--- config.mk ---
export PLATFORM = sky130hd
export DESIGN_NAME = rtc_reg_sweep_seq
export DESIGN_NICKNAME = d
export VERILOG_FILES = /design/src/rtl/rtc_reg_sweep_seq.sv
export SDC_FILE = /design/constraint.sdc
export NUM_CORES = 1
export LEC_CHECK = 0
export ABC_AREA = 1
export BUFFER_PORTS_ARGS = -buffer_cell sky130_fd_sc_hd__buf_2
export CAP_MARGIN = 0
export CORE_UTILIZATION = 50
export CTS_CLUSTER_DIAMETER = 50
export DETAILED_ROUTE_END_ITERATION = 8
export GPL_ROUTABILITY_DRIVEN = 1
export HOLD_SLACK_MARGIN = 0.06
export PLACE_DENSITY_LB_ADDON = 0.3
export SLEW_MARGIN = 20
export SYNTH_ARGS = -nofsm -noshare
export SYNTH_HDL_FRONTEND = slang
export SYNTH_SLANG_ARGS = --single-unit
--- constraint.sdc ---
create_clock -name clk -period 1.81 [get_ports clk]
set_input_delay 0.0905 -clock clk [delete_from_list [all_inputs] [get_ports clk]]
set_output_delay 0.0905 -clock clk [all_outputs]
set_load 0.005 [all_outputs]
--- src/rtl/rtc_reg_sweep_seq.sv ---
// RTC register sweep sequencer: walks idx through the read/write order, one bus transaction per index.
// Optional per-transaction WAIT timeout with sticky err, enabled by defining RTC_SEQ_TIMEOUT_EN.
module rtc_reg_sweep_seq #(
    parameter int LAST_REG    = 9,
    parameter int CMD_IDX     = 10,
    parameter int TIMEOUT_CYC = 255
) (
    input  logic       clk,
    input  logic       rst_n,
    input  logic       start,
    input  logic       mode_rd,
    input  logic       abort,
    input  logic       bus_done,
    output logic [3:0] idx,
    output logic       deco_en,
    output logic       bus_go,
    output logic       bus_rd,
    output logic       busy,
    output logic       done,
    output logic       err
);
    typedef enum logic [1:0] {S_IDLE, S_ISSUE, S_WAIT, S_FINISH} state_t;

    localparam logic [3:0] LAST_IDX = 4'(LAST_REG);
    localparam logic [3:0] CMD      = 4'(CMD_IDX);

    // The command index must sit outside the data range and everything must fit in 4 bits.
    if (LAST_REG < 0 || LAST_REG > 14 || CMD_IDX <= LAST_REG || CMD_IDX > 15 || TIMEOUT_CYC < 1) begin : g_param_check
        $error("rtc_reg_sweep_seq: unsupported parameter combination");
    end

    state_t     state_reg, state_next;
    logic [3:0] idx_reg, idx_next;
    logic       deco_en_reg, deco_en_next;
    logic       bus_go_reg, bus_go_next;
    logic       bus_rd_reg, bus_rd_next;
    logic       busy_reg, busy_next;
    logic       done_reg, done_next;
    logic       is_last;

`ifdef RTC_SEQ_TIMEOUT_EN
    localparam int CNT_W = (TIMEOUT_CYC > 1) ? $clog2(TIMEOUT_CYC + 1) : 1;
    localparam logic [CNT_W-1:0] CNT_LAST = CNT_W'(TIMEOUT_CYC - 1);
    logic [CNT_W-1:0] wait_cnt_reg, wait_cnt_next;
    logic             err_reg, err_next;
`endif

    // Explicit wrap points; the index never rolls over arithmetically.
    function automatic logic [3:0] next_idx(input logic rd, input logic [3:0] cur);
        if (rd) begin
            return (cur == CMD) ? 4'd0 : cur + 4'd1;
        end
        return (cur == LAST_IDX) ? CMD : cur + 4'd1;
    endfunction

    assign is_last = bus_rd_reg ? (idx_reg == LAST_IDX) : (idx_reg == CMD);

    always_comb begin
        state_next   = state_reg;
        idx_next     = idx_reg;
        deco_en_next = deco_en_reg;
        bus_go_next  = 1'b0;
        bus_rd_next  = bus_rd_reg;
        busy_next    = busy_reg;
        done_next    = 1'b0;
`ifdef RTC_SEQ_TIMEOUT_EN
        wait_cnt_next = wait_cnt_reg;
        err_next      = err_reg;
`endif
        case (state_reg)
            S_IDLE: begin
                if (start) begin
                    state_next   = S_ISSUE;
                    idx_next     = mode_rd ? CMD : 4'd0;
                    deco_en_next = 1'b1;
                    bus_go_next  = 1'b1;
                    bus_rd_next  = mode_rd;
                    busy_next    = 1'b1;
`ifdef RTC_SEQ_TIMEOUT_EN
                    err_next     = 1'b0;
`endif
                end
            end
            S_ISSUE: begin
                state_next = S_WAIT;
`ifdef RTC_SEQ_TIMEOUT_EN
                wait_cnt_next = '0;
`endif
            end
            S_WAIT: begin
                if (bus_done) begin
                    if (is_last) begin
                        state_next   = S_FINISH;
                        done_next    = 1'b1;
                        deco_en_next = 1'b0;
                        idx_next     = 4'd0;
                    end else begin
                        state_next  = S_ISSUE;
                        idx_next    = next_idx(bus_rd_reg, idx_reg);
                        bus_go_next = 1'b1;
                    end
                end
`ifdef RTC_SEQ_TIMEOUT_EN
                else if (wait_cnt_reg == CNT_LAST) begin
                    // Give up on an unresponsive controller but still close the sweep with done.
                    state_next   = S_FINISH;
                    done_next    = 1'b1;
                    deco_en_next = 1'b0;
                    idx_next     = 4'd0;
                    err_next     = 1'b1;
                end else begin
                    wait_cnt_next = wait_cnt_reg + 1'b1;
                end
`endif
            end
            S_FINISH: begin
                state_next = S_IDLE;
                busy_next  = 1'b0;
            end
            default: begin
                state_next = S_IDLE;
            end
        endcase

        if (abort && state_reg != S_IDLE) begin
            state_next   = S_IDLE;
            idx_next     = 4'd0;
            deco_en_next = 1'b0;
            bus_go_next  = 1'b0;
            busy_next    = 1'b0;
            done_next    = 1'b0;
`ifdef RTC_SEQ_TIMEOUT_EN
            err_next     = err_reg;
`endif
        end
    end

    always_ff @(posedge clk or negedge rst_n) begin
        if (!rst_n) begin
            state_reg   <= S_IDLE;
            idx_reg     <= 4'd0;
            deco_en_reg <= 1'b0;
            bus_go_reg  <= 1'b0;
            bus_rd_reg  <= 1'b0;
            busy_reg    <= 1'b0;
            done_reg    <= 1'b0;
        end else begin
            state_reg   <= state_next;
            idx_reg     <= idx_next;
            deco_en_reg <= deco_en_next;
            bus_go_reg  <= bus_go_next;
            bus_rd_reg  <= bus_rd_next;
            busy_reg    <= busy_next;
            done_reg    <= done_next;
        end
    end

`ifdef RTC_SEQ_TIMEOUT_EN
    always_ff @(posedge clk or negedge rst_n) begin
        if (!rst_n) begin
            wait_cnt_reg <= '0;
            err_reg      <= 1'b0;
        end else begin
            wait_cnt_reg <= wait_cnt_next;
            err_reg      <= err_next;
        end
    end
    assign err = err_reg;
`else
    assign err = 1'b0;
`endif

    assign idx     = idx_reg;
    assign deco_en = deco_en_reg;
    assign bus_go  = bus_go_reg;
    assign bus_rd  = bus_rd_reg;
    assign busy    = busy_reg;
    assign done    = done_reg;

endmodule

==> results.txt, run 1 <==
status - finished, final reports clean
I/O Buffers - 14
CTS tree - built
area share of the largest cell type after synthesis - 40.7%
FF+latch count, synth - 11
max reg flops - 4
Die ar. - 1500 um^2
HPWL after DPL - 1050 um
Yosys cell types - 21
peak per-stage delay on the critical path - 0.43 ns
worst path required time - 1.99 ns
io pins - 16
EDFF count, synth - 0
area of placed instances - 756 um^2
first-pass GRT wire length - 2370 um
Yosys Warn Count - 0
Area Growth Syn to Fin - 17.2%
gr usage total - 24.0%
Die Width - 38.8 um
critical path, cell by cell - inv_1 -> ha_1 -> or2_2 -> nand2_1 -> nand2_1 -> nand3_1 -> nand2_1 -> nand2_1 -> nand2_1
cell area after layout - 792 um^2
GPL Wtd Cong - 0.836
Hold Violations, Final - 0
total CTS buffers - 3
CP Max Fanout - 6
Remaining DRCs - 0
CTS root buf - clkbuf_4
final wirelength - 1380 um
Peak VDD IR - 0.842 mV
Skew-Pair Late Insertion Delay - 0.28 ns
ys flop type - dfrtp_1
remaining antenna violation count - 0
std cell rows - 12
H-tree Lvls - 1
slowest cell on the critical path - dfrtp_1
DR vias/cell - 4.93
# resized after CTS - 0
Core ar. - 1190 um^2
clk sinks - 11
Worst setup SP type - register
max frequency - 681 MHz
post-synthesis sequential area ratio - 40.7%
Max Root-Sink Buffers - 2
CP arrival - 1.65 ns
DR pass1 iterations - 5
Critical path buffers and inverters - 1
max-cap violations - 0
Power Density - 1500 nW/um^2
Synth Instances - 91
Slew Viols, Final - 0
hold path depth - 3
vias in the first global route - 548
synthesized area - 676 um^2
fill cell count - 116
share of layout cells above drive strength 1 - 23.9%
CTS clk-pin slew, worst paths - 0.07 ns
fin crit share - 81.2%
unrepaired setup endpoints after global routing - false
syn_nets - 100
PnR worst setup slack - 0.341 ns
diode count - 0
count leader, synth - nand2_1
Initial Util - 57.0%
Worst Skew - 0.00199 ns
die height - 38.8 um
Syn Area/Cell - 7.42 um^2
Crit. End Element - register
critical path depth - 9
Top delay family on crit path - simple AND/OR/NAND/NOR gates
most used cell along the critical path - nand2_1
Nets - 119
Min-Delay Path Class - in2reg
vias - 607
LEAKAGE - 0.465 nW
initial antenna violation count - 0
final setup violating endpoints - 0
top post-synthesis cells by area - dfrtp_1 41%, nand2_1 17%, inv_1 7.2%, ha_1 5.6%, nand3_1 5.2%
clock period minus worst slack - 1.47 ns
top post-synthesis cells by count - 30 x nand2_1, 13 x inv_1, 11 x dfrtp_1, 7 x nand3_1, 7 x nor2_1
CP Class - reg2reg
grt total ovfl - 0
Synth async-reset ratio - 100%
1st-iter DRT viols - 23
dominant cell type by area after synthesis - dfrtp_1
R2R cell count - 9
routed length per instance - 11.2 um
setup TNS - 0 ns
pin count of the biggest net entering global routing - 12
pre-CTS WS - 0.361 ns
## cells by family (layout without fill, tap and decap cells)
kind of cell | Yosys count | after routing | share of synthesized area, %
xor+xnor | 1 | 1 | 1.30
fa+ha+maj | 3 | 3 | 5.56
buf+inv | 15 | 33 | 8.89
simple gates | 53 | 53 | 37.8
compound gates | 7 | 7 | 5.18
other cells | 1 | 1 | 0.555
flops | 11 | 11 | 40.7
## what timing repair did
action                    in CTS  in global routing
setup buffers                  0                  0
hold endpoints to repair      11                  0
hold buffers                   1                  0
## where the power goes
| group | internal (mW) | switching [mW] | leakage, nW | total (mW) |
|---|---|---|---|---|
| Combinational | 0.227 | 0.336 | 0.310 | 0.563 |
| Sequential | 0.341 | 0.107 | 0.140 | 0.448 |
| Clock | 0.0856 | 0.0910 | 0.0150 | 0.177 |
## metal layers
| metal | wire, um | GRT usage (%) |
|---|---|---|
| met1 | 648 | 30.0 |
| met2 | 625 | 37.9 |
| met3 | 65 | 5.20 |
| met4 | 36 | 12.9 |
| met5 | 0 | 0 |
## worst paths after layout
kind                                           from                   to  slack, ns
worst min register to register  deco_en$_DFFE_PN0P_  deco_en$_DFFE_PN0P_       0.47
min in group asynchronous                     rst_n   bus_rd$_DFFE_PN0N_       0.20
max in group asynchronous                     rst_n     busy$_DFFE_PN0P_       1.41
worst max-delay path             idx[0]$_DFFE_PN0P_   idx[1]$_DFFE_PN0P_       0.34
worst min-delay path                       bus_done       done$_DFF_PN0_       0.08
worst max register to register   idx[0]$_DFFE_PN0P_   idx[1]$_DFFE_PN0P_       0.34
## cell type report
| cell class | instances | area [um^2] | area share [%] |
|---|---|---|---|
| clock buffers | 4 | 26.3 | 3.32 |
| inverters | 14 | 52.6 | 6.64 |
| multi-input cells | 65 | 340 | 43.0 |
| flip-flops and latches | 11 | 275 | 34.8 |
| well taps | 14 | 17.5 | 2.21 |
| repair buffers | 15 | 80.1 | 10.1 |
## layout by cell type, fill, tap and decap left out, types with 2 or more instances in the layout
cell      instances
nand2_1          30
buf_2            14
inv_1            13
dfrtp_1          11
nor2_1            7
nand3_1           7
o21ai_0           5
ha_1              3
clkbuf_4          3
nor2_2            2
## metrics by stage
stage	utilization (%)	power, mW	instances	hold WS (ns)
global route	66.8	1.31	123	0.0946
floorplan	-	0.835	91	-0.205
CTS	66.8	1.18	123	0.0791
finish	66.8	1.19	123	0.0777
global placement	63.7	0.987	118	-0.0290
detailed placement	63.7	1.01	118	-0.0285
## worst reg2reg max path: cells and delay by family, from the launching register on
family / cells / cell delay (ns)
adder cells (fa/ha/maj): 1 / 0.22
buffers and inverters: 1 / 0.09
flip-flops: 1 / 0.43
AND/OR/NAND/NOR: 7 / 0.63
Power figures use the tool's default switching activity.
==> inputs of run 2 (changes only) <==
CORE_UTILIZATION = 45   (was 50)
clock period = 1.2 ns   (was 1.81 ns; I/O delays follow)
==> run 2 against run 1 <==
  * Global-route usage is 2.9 points lower
  * Sequential share of layout area is 3.8 points lower
  * Sequential power is 43% higher
  * The flow now finishes with violations (setup timing)
  * Clock skew is 0.0041 ns higher
  * Clock power is 42% higher
  * Critical endpoint unchanged
  * Highest routed layer unchanged
==> results.txt, run 2 (same netlist as run 1, synthesis figures left out) <==
Hold Violations, Final - 0 (unchanged)
peak per-stage delay on the critical path - 0.39 ns (-0.04 ns)
Skew-Pair Late Insertion Delay - 0.27 ns (about the same)
final core utilization - 65.8% (-0.97 points)
CP Class - reg2reg
H-tree Lvls - 1 (unchanged)
Worst Skew - 0.00613 ns (+0.00414 ns)
Max Root-Sink Buffers - 2 (unchanged)
Core ar. - 1350 um^2 (+14%)
unrepaired setup endpoints after global routing - true
CTS tree - built
switching power - 806 uW (+51%)
routed length per instance - 10.2 um (-8.8%)
Slew Viols, Final - 0 (unchanged)
Die ar. - 1660 um^2 (+11%)
CP Max Fanout - 3 (-3)
max reg flops - 4 (unchanged)
pin count of the biggest net entering global routing - 12 (unchanged)
most common cell after layout, fill and taps aside - nand2_1
Area Growth Syn to Fin - 31.5%
Remaining DRCs - 0 (unchanged)
CP arrival - 1.48 ns (-0.17 ns)
worst hold slack - 0.118 ns (+0.0400 ns)
fin crit share - 110% (+29 points)
Pwr Total - 1.92 mW (+62%)
Clk pwr share - 13.1% (-1.8 points)
final wirelength - 1380 um (about the same)
sequential power share - 33.3% (-4.4 points)
share of layout cells above drive strength 1 - 31.7% (+7.8 points)
clock period minus worst slack - 1.32 ns (-0.152 ns)
I/O Buffers - 14 (unchanged)
Initial Util - 50.0% (-6.9 points)
grt total ovfl - 0 (unchanged)
Comb power frac - 53.7% (+6.3 points)
std cell rows - 13 (+1)
HPWL after DPL - 1070 um (+1.6%)
hold worst-path end - done$_DFF_PN0_
reg2reg end - idx[1]$_DFFE_PN0P_
Power Density - 2170 nW/um^2 (+44%)
io pins - 16 (unchanged)
cell-internal power - 1.12 mW (+71%)
Nets - 130 (+9.2%)
Min-Delay Path Class - in2reg
hold path depth - 4 (+1)
setup TNS - -0.301 ns (-0.301 ns)
Worst setup SP type - register
first-pass GRT wire length - 2190 um (-7.6%)
slowest cell on the critical path - dfrtp_1
max frequency - 759 MHz (+12%)
final setup violating endpoints - 6 (+6)
Peak VDD IR - 1.44 mV (+71%)
switch share - 41.9% (-3.1 points)
GPL Wtd Cong - 0.856 (+2.4%)
CTS root buf - clkbuf_4
Crit. End Element - register
Die Width - 40.8 um (+5.1%)
Crit Reg-Reg Startpoint - idx[0]$_DFFE_PN0P_
worst path required time - 1.36 ns (-0.63 ns)
slack of the worst reg-to-reg path - -0.12 ns (-0.46 ns)
vias in the first global route - 542 (-1.1%)
HP Start - abort
1st-iter DRT viols - 18 (-22%)
most frequent cells in the layout - 30 x nand2_1, 14 x buf_2, 12 x inv_1, 11 x dfrtp_1, 9 x buf_4
DR pass1 iterations - 4 (-1)
failing checks - setup timing
max-cap violations - 0 (unchanged)
CTS clk-pin slew, worst paths - 0.07 ns (about the same)
DR vias/cell - 4.90 (-0.63%)
die height - 40.8 um (+5.1%)
total CTS buffers - 3 (unchanged)
status - finished with violations
gr usage total - 21.1% (-2.9 points)
vias - 662 (+9.1%)
PnR worst setup slack - -0.118 ns (-0.458 ns)
remaining antenna violation count - 0 (unchanged)
diode count - 0 (unchanged)
most used cell along the critical path - nand2_1
LEAKAGE - 0.516 nW (+11%)
clk sinks - 11 (unchanged)
R2R cell count - 9 (unchanged)
initial antenna violation count - 0 (unchanged)
critical path, cell by cell - inv_2 -> ha_2 -> or2_4 -> nand2_1 -> nand2_1 -> nand3_1 -> nand2_1 -> nand2_1 -> nand2_1
-- run 2: cell type report --
type / count / area, um^2
Clock buffer: 4 / 26.3
Inverter: 14 / 52.6
Timing Repair Buffer: 26 / 168
Multi-Input combinational cell: 65 / 348
Tap cell: 15 / 18.8
Fill cell: 117 / 462
Sequential cell: 11 / 275
-- run 2: layer usage --
layer / share of wire [%] / global-route usage (%) / wire, um
met5: 0 / 0 / 0
met3: 8.4 / 9.78 / 115
met4: 1.1 / 5.00 / 15
met2: 46 / 32.9 / 639
met1: 44 / 26.4 / 606
-- run 2: metrics by stage --
stage / area, um^2 / instances / setup slack (ns)
after floorplan: 681 / 91 / -0.0991
after global placement: 815 / 126 / -0.133
after detailed placement: 815 / 126 / -0.143
after CTS: 888 / 135 / -0.120
after global routing: 888 / 135 / -0.220
final: 888 / 135 / -0.118
-- run 2: what timing repair did --
action	in CTS	in global routing
hold buffers	3	0
endpoints found under the hold margin	13	0
setup endpoints to repair	7	9
buffers inserted	2	0
resized for setup	1	2
pin swaps	3	0
-- run 2: power groups by stage --
stage	Clock (mW)	Sequential, mW	Combinational, mW
after floorplan	0	0.663	0.619
final	0.252	0.640	1.03
after CTS	0.257	0.638	1.04
after detailed placement	0	0.646	0.987
after global placement	0	0.640	0.972
after global routing	0.272	0.663	1.19
-- run 2: worst max path at each step --
stage / from / end / slack (ns) / cells past startpoint
2_1_floorplan: idx[0]$_DFFE_PN0P_ / idx[1]$_DFFE_PN0P_ / -0.1 / 9
3_3_place_gp: idx[1]$_DFFE_PN0P_ / idx[1]$_DFFE_PN0P_ / -0.13 / 9
3_5_place_dp: idx[1]$_DFFE_PN0P_ / idx[1]$_DFFE_PN0P_ / -0.14 / 9
4_1_cts: idx[0]$_DFFE_PN0P_ / idx[1]$_DFFE_PN0P_ / -0.12 / 9
5_1_grt: idx[0]$_DFFE_PN0P_ / idx[1]$_DFFE_PN0P_ / -0.22 / 9
6_report: idx[0]$_DFFE_PN0P_ / idx[1]$_DFFE_PN0P_ / -0.12 / 9
-- run 2: worst max-delay path, delay by kind of cell (launching register included) --
kind	cells	cell delay, ns
flip-flops	1	0.39
adder cells (fa/ha/maj)	1	0.19
AND/OR/NAND/NOR	7	0.58
buffers and inverters	1	0.05
==> inputs of run 3 (changes only) <==
BUFFER_PORTS_ARGS = -buffer_cell sky130_fd_sc_hd__buf_4   (was -buffer_cell sky130_fd_sc_hd__buf_2)
==> run 3 against run 2 <==
  * The run still ends with setup timing left
  * Fmax down 3.8%
  * Highest routed layer unchanged
  * Setup slack worse by 0.051 ns
  * Hold slack worse by 0.053 ns
  * Combinational power up 19%
  * First-iteration DRC count up 50%
  * Power up 12%
  * Via count up 0.76%
  * Clock skew up 0.0058 ns
==> results.txt, run 3 (same netlist as run 1, synthesis figures left out) <==
status - finished with violations
failing checks - setup timing
area of placed instances - 865 um^2 (+6.1%)
initial antenna violation count - 0 (unchanged)
CP Max Fanout - 4 (+1)
CTS root buf - clkbuf_4
std cell rows - 13 (unchanged)
CTS clk-pin slew, worst paths - 0.08 ns (about the same)
1st-iter DRT viols - 27 (+9)
Slew Viols, Final - 0 (unchanged)
Min-Delay Path Class - in2reg
worst path required time - 1.37 ns (about the same)
Remaining DRCs - 0 (unchanged)
share of layout cells above drive strength 1 - 38.5% (+6.9 points)
Area Growth Syn to Fin - 42.8%
DR pass1 iterations - 4 (unchanged)
vias in the first global route - 592 (+9.2%)
cell area after layout - 965 um^2 (+8.6%)
I/O Buffers - 14 (unchanged)
clk sinks - 11 (unchanged)
met3 wire len - 79 um (-31%)
DR vias/cell - 4.87 (-0.72%)
register area - 275 um^2 (unchanged)
CP Class - reg2reg
pre-CTS WS - -0.152 ns (-0.00905 ns)
CP arrival - 1.54 ns (+0.06 ns)
Max Root-Sink Buffers - 2 (unchanged)
Metal-1 WL - 725 um (+20%)
Multi-input gate area - 373 um^2 (+7.2%)
Peak VDD IR - 1.25 mV (-14%)
io pins - 16 (unchanged)
max frequency - 731 MHz (-3.8%)
GPL Wtd Cong - 0.847 (-1.1%)
HPWL after DPL - 1160 um (+8.9%)
most common cell after layout, fill and taps aside - nand2_1
final wirelength - 1560 um (+14%)
Crit. End Element - register
Non-Filler Instances - 137 (+1.5%)
fill cell count - 111 (-5.1%)
first-pass GRT wire length - 2440 um (+11%)
Worst Skew - 0.0119 ns (+0.00579 ns)
final setup violating endpoints - 8 (+2)
Die Width - 40.8 um (unchanged)
Hold Violations, Final - 0 (unchanged)
LEAKAGE - 0.539 nW (+4.4%)
most used cell along the critical path - nand2_1
pin count of the biggest net entering global routing - 12 (unchanged)
critical path, cell by cell - inv_1 -> ha_2 -> or2_4 -> nand2_2 -> nand2_2 -> nand3_2 -> nand2_1 -> nand2_1 -> nand2_1
Top Layer Used - met4
gr usage total - 22.6% (+1.5 points)
Worst setup SP type - register
max reg flops - 4 (unchanged)
slowest cell on the critical path - dfrtp_1
remaining antenna violation count - 0 (unchanged)
total CTS buffers - 3 (unchanged)
clock period minus worst slack - 1.37 ns (+0.0513 ns)
routed wl met2 - 724 um (+13%)
Skew-Pair Late Insertion Delay - 0.28 ns (about the same)
max-cap violations - 0 (unchanged)
die height - 40.8 um (unchanged)
routed length per instance - 11.4 um (+12%)
most frequent cells in the layout - 28 x nand2_1, 25 x buf_4, 11 x inv_1, 11 x dfrtp_1, 6 x nand3_1
unrepaired setup endpoints after global routing - true
Initial Util - 50.0% (unchanged)
vias - 667 (+0.76%)
grt total ovfl - 0 (unchanged)
PnR worst setup slack - -0.169 ns (-0.0513 ns)
Pwr Total - 2.16 mW (+12%)
Cells after DPL - 128 (+1.6%)
peak per-stage delay on the critical path - 0.43 ns (+0.04 ns)
H-tree Lvls - 1 (unchanged)
diode count - 0 (unchanged)
setup TNS - -0.813 ns (-0.511 ns)
Die ar. - 1660 um^2 (unchanged)
CTS tree - built
Core ar. - 1350 um^2 (unchanged)
Power Density - 2240 nW/um^2 (+3.3%)
Nets - 132 (+1.5%)
fin crit share - 114% (+4.3 points)
[run 3: changes by cell type in the layout (fill, tap and decap cells not counted), moves of 2 or more]
cell	change
buf_4	+16
buf_2	-14
nand2_1	-2
nand2_2	+2
nor2_1	-2
nor2_2	+2
[run 3: worst paths after layout]
check | from | endpoint | slack [ns] | cells after the start
hold reg to reg | deco_en$_DFFE_PN0P_ | deco_en$_DFFE_PN0P_ | 0.48 | 2
hold / removal | abort | done$_DFF_PN0_ | 0.06 | 4
setup / recovery | idx[1]$_DFFE_PN0P_ | idx[1]$_DFFE_PN0P_ | -0.17 | 9
setup reg to reg | idx[1]$_DFFE_PN0P_ | idx[1]$_DFFE_PN0P_ | -0.17 | 9
max in group asynchronous | rst_n | idx[0]$_DFFE_PN0P_ | 0.90 | 2
min in group asynchronous | rst_n | state_reg[0]$_DFFE_PN0P_ | 0.14 | 2
[run 3: per-stage QoR]
stage / utilization (%) / hold slack (ns)
after floorplan: - / -0.236
after global placement: 64.0 / -0.0979
after detailed placement: 64.0 / -0.0974
after CTS: 69.6 / 0.0649
after global routing: 71.5 / 0.107
final: 71.5 / 0.0646
[run 3: worst max-delay path, delay by kind of cell (launching register included)]
kind,cells,cell delay (ns)
fa+ha+maj,1,0.18
buf+inv,1,0.07
flops,1,0.43
simple gates,7,0.59
[run 3: what timing repair did]
| item | 4_1_cts | 5_1_grt |
|---|---|---|
| cloned | 0 | 0 |
| hold buffers | 3 | 0 |
| setup endpoints to repair | 7 | 9 |
| pin swaps | 1 | 5 |
| endpoints found under the hold margin | 13 | 0 |
| setup buffers | 2 | 0 |
| gates resized for setup | 2 | 8 |
[run 3: cell type report]
class	instances	share of cell area, %
clock buffers	3	2.33
clock inverters	1	0.519
inverters	14	5.45
multi-input cells	65	38.7
flip-flops and latches	11	28.5
well taps	15	1.95
repair buffers	28	22.6
[run 3: report_power, final]
group / internal (mW) / total (mW) / switching, mW
clock network: 0.124 / 0.268 / 0.144
logic: 0.598 / 1.23 / 0.629
registers: 0.515 / 0.664 / 0.150
total: 1.24 / 2.16 / 0.922
[run 3: routing by layer]
layer,global-route usage [%],vias to the layer above
met5,0,-
met4,5.00,0
met3,6.52,4
met2,36.1,24
met1,30.0,297
li1,-,342
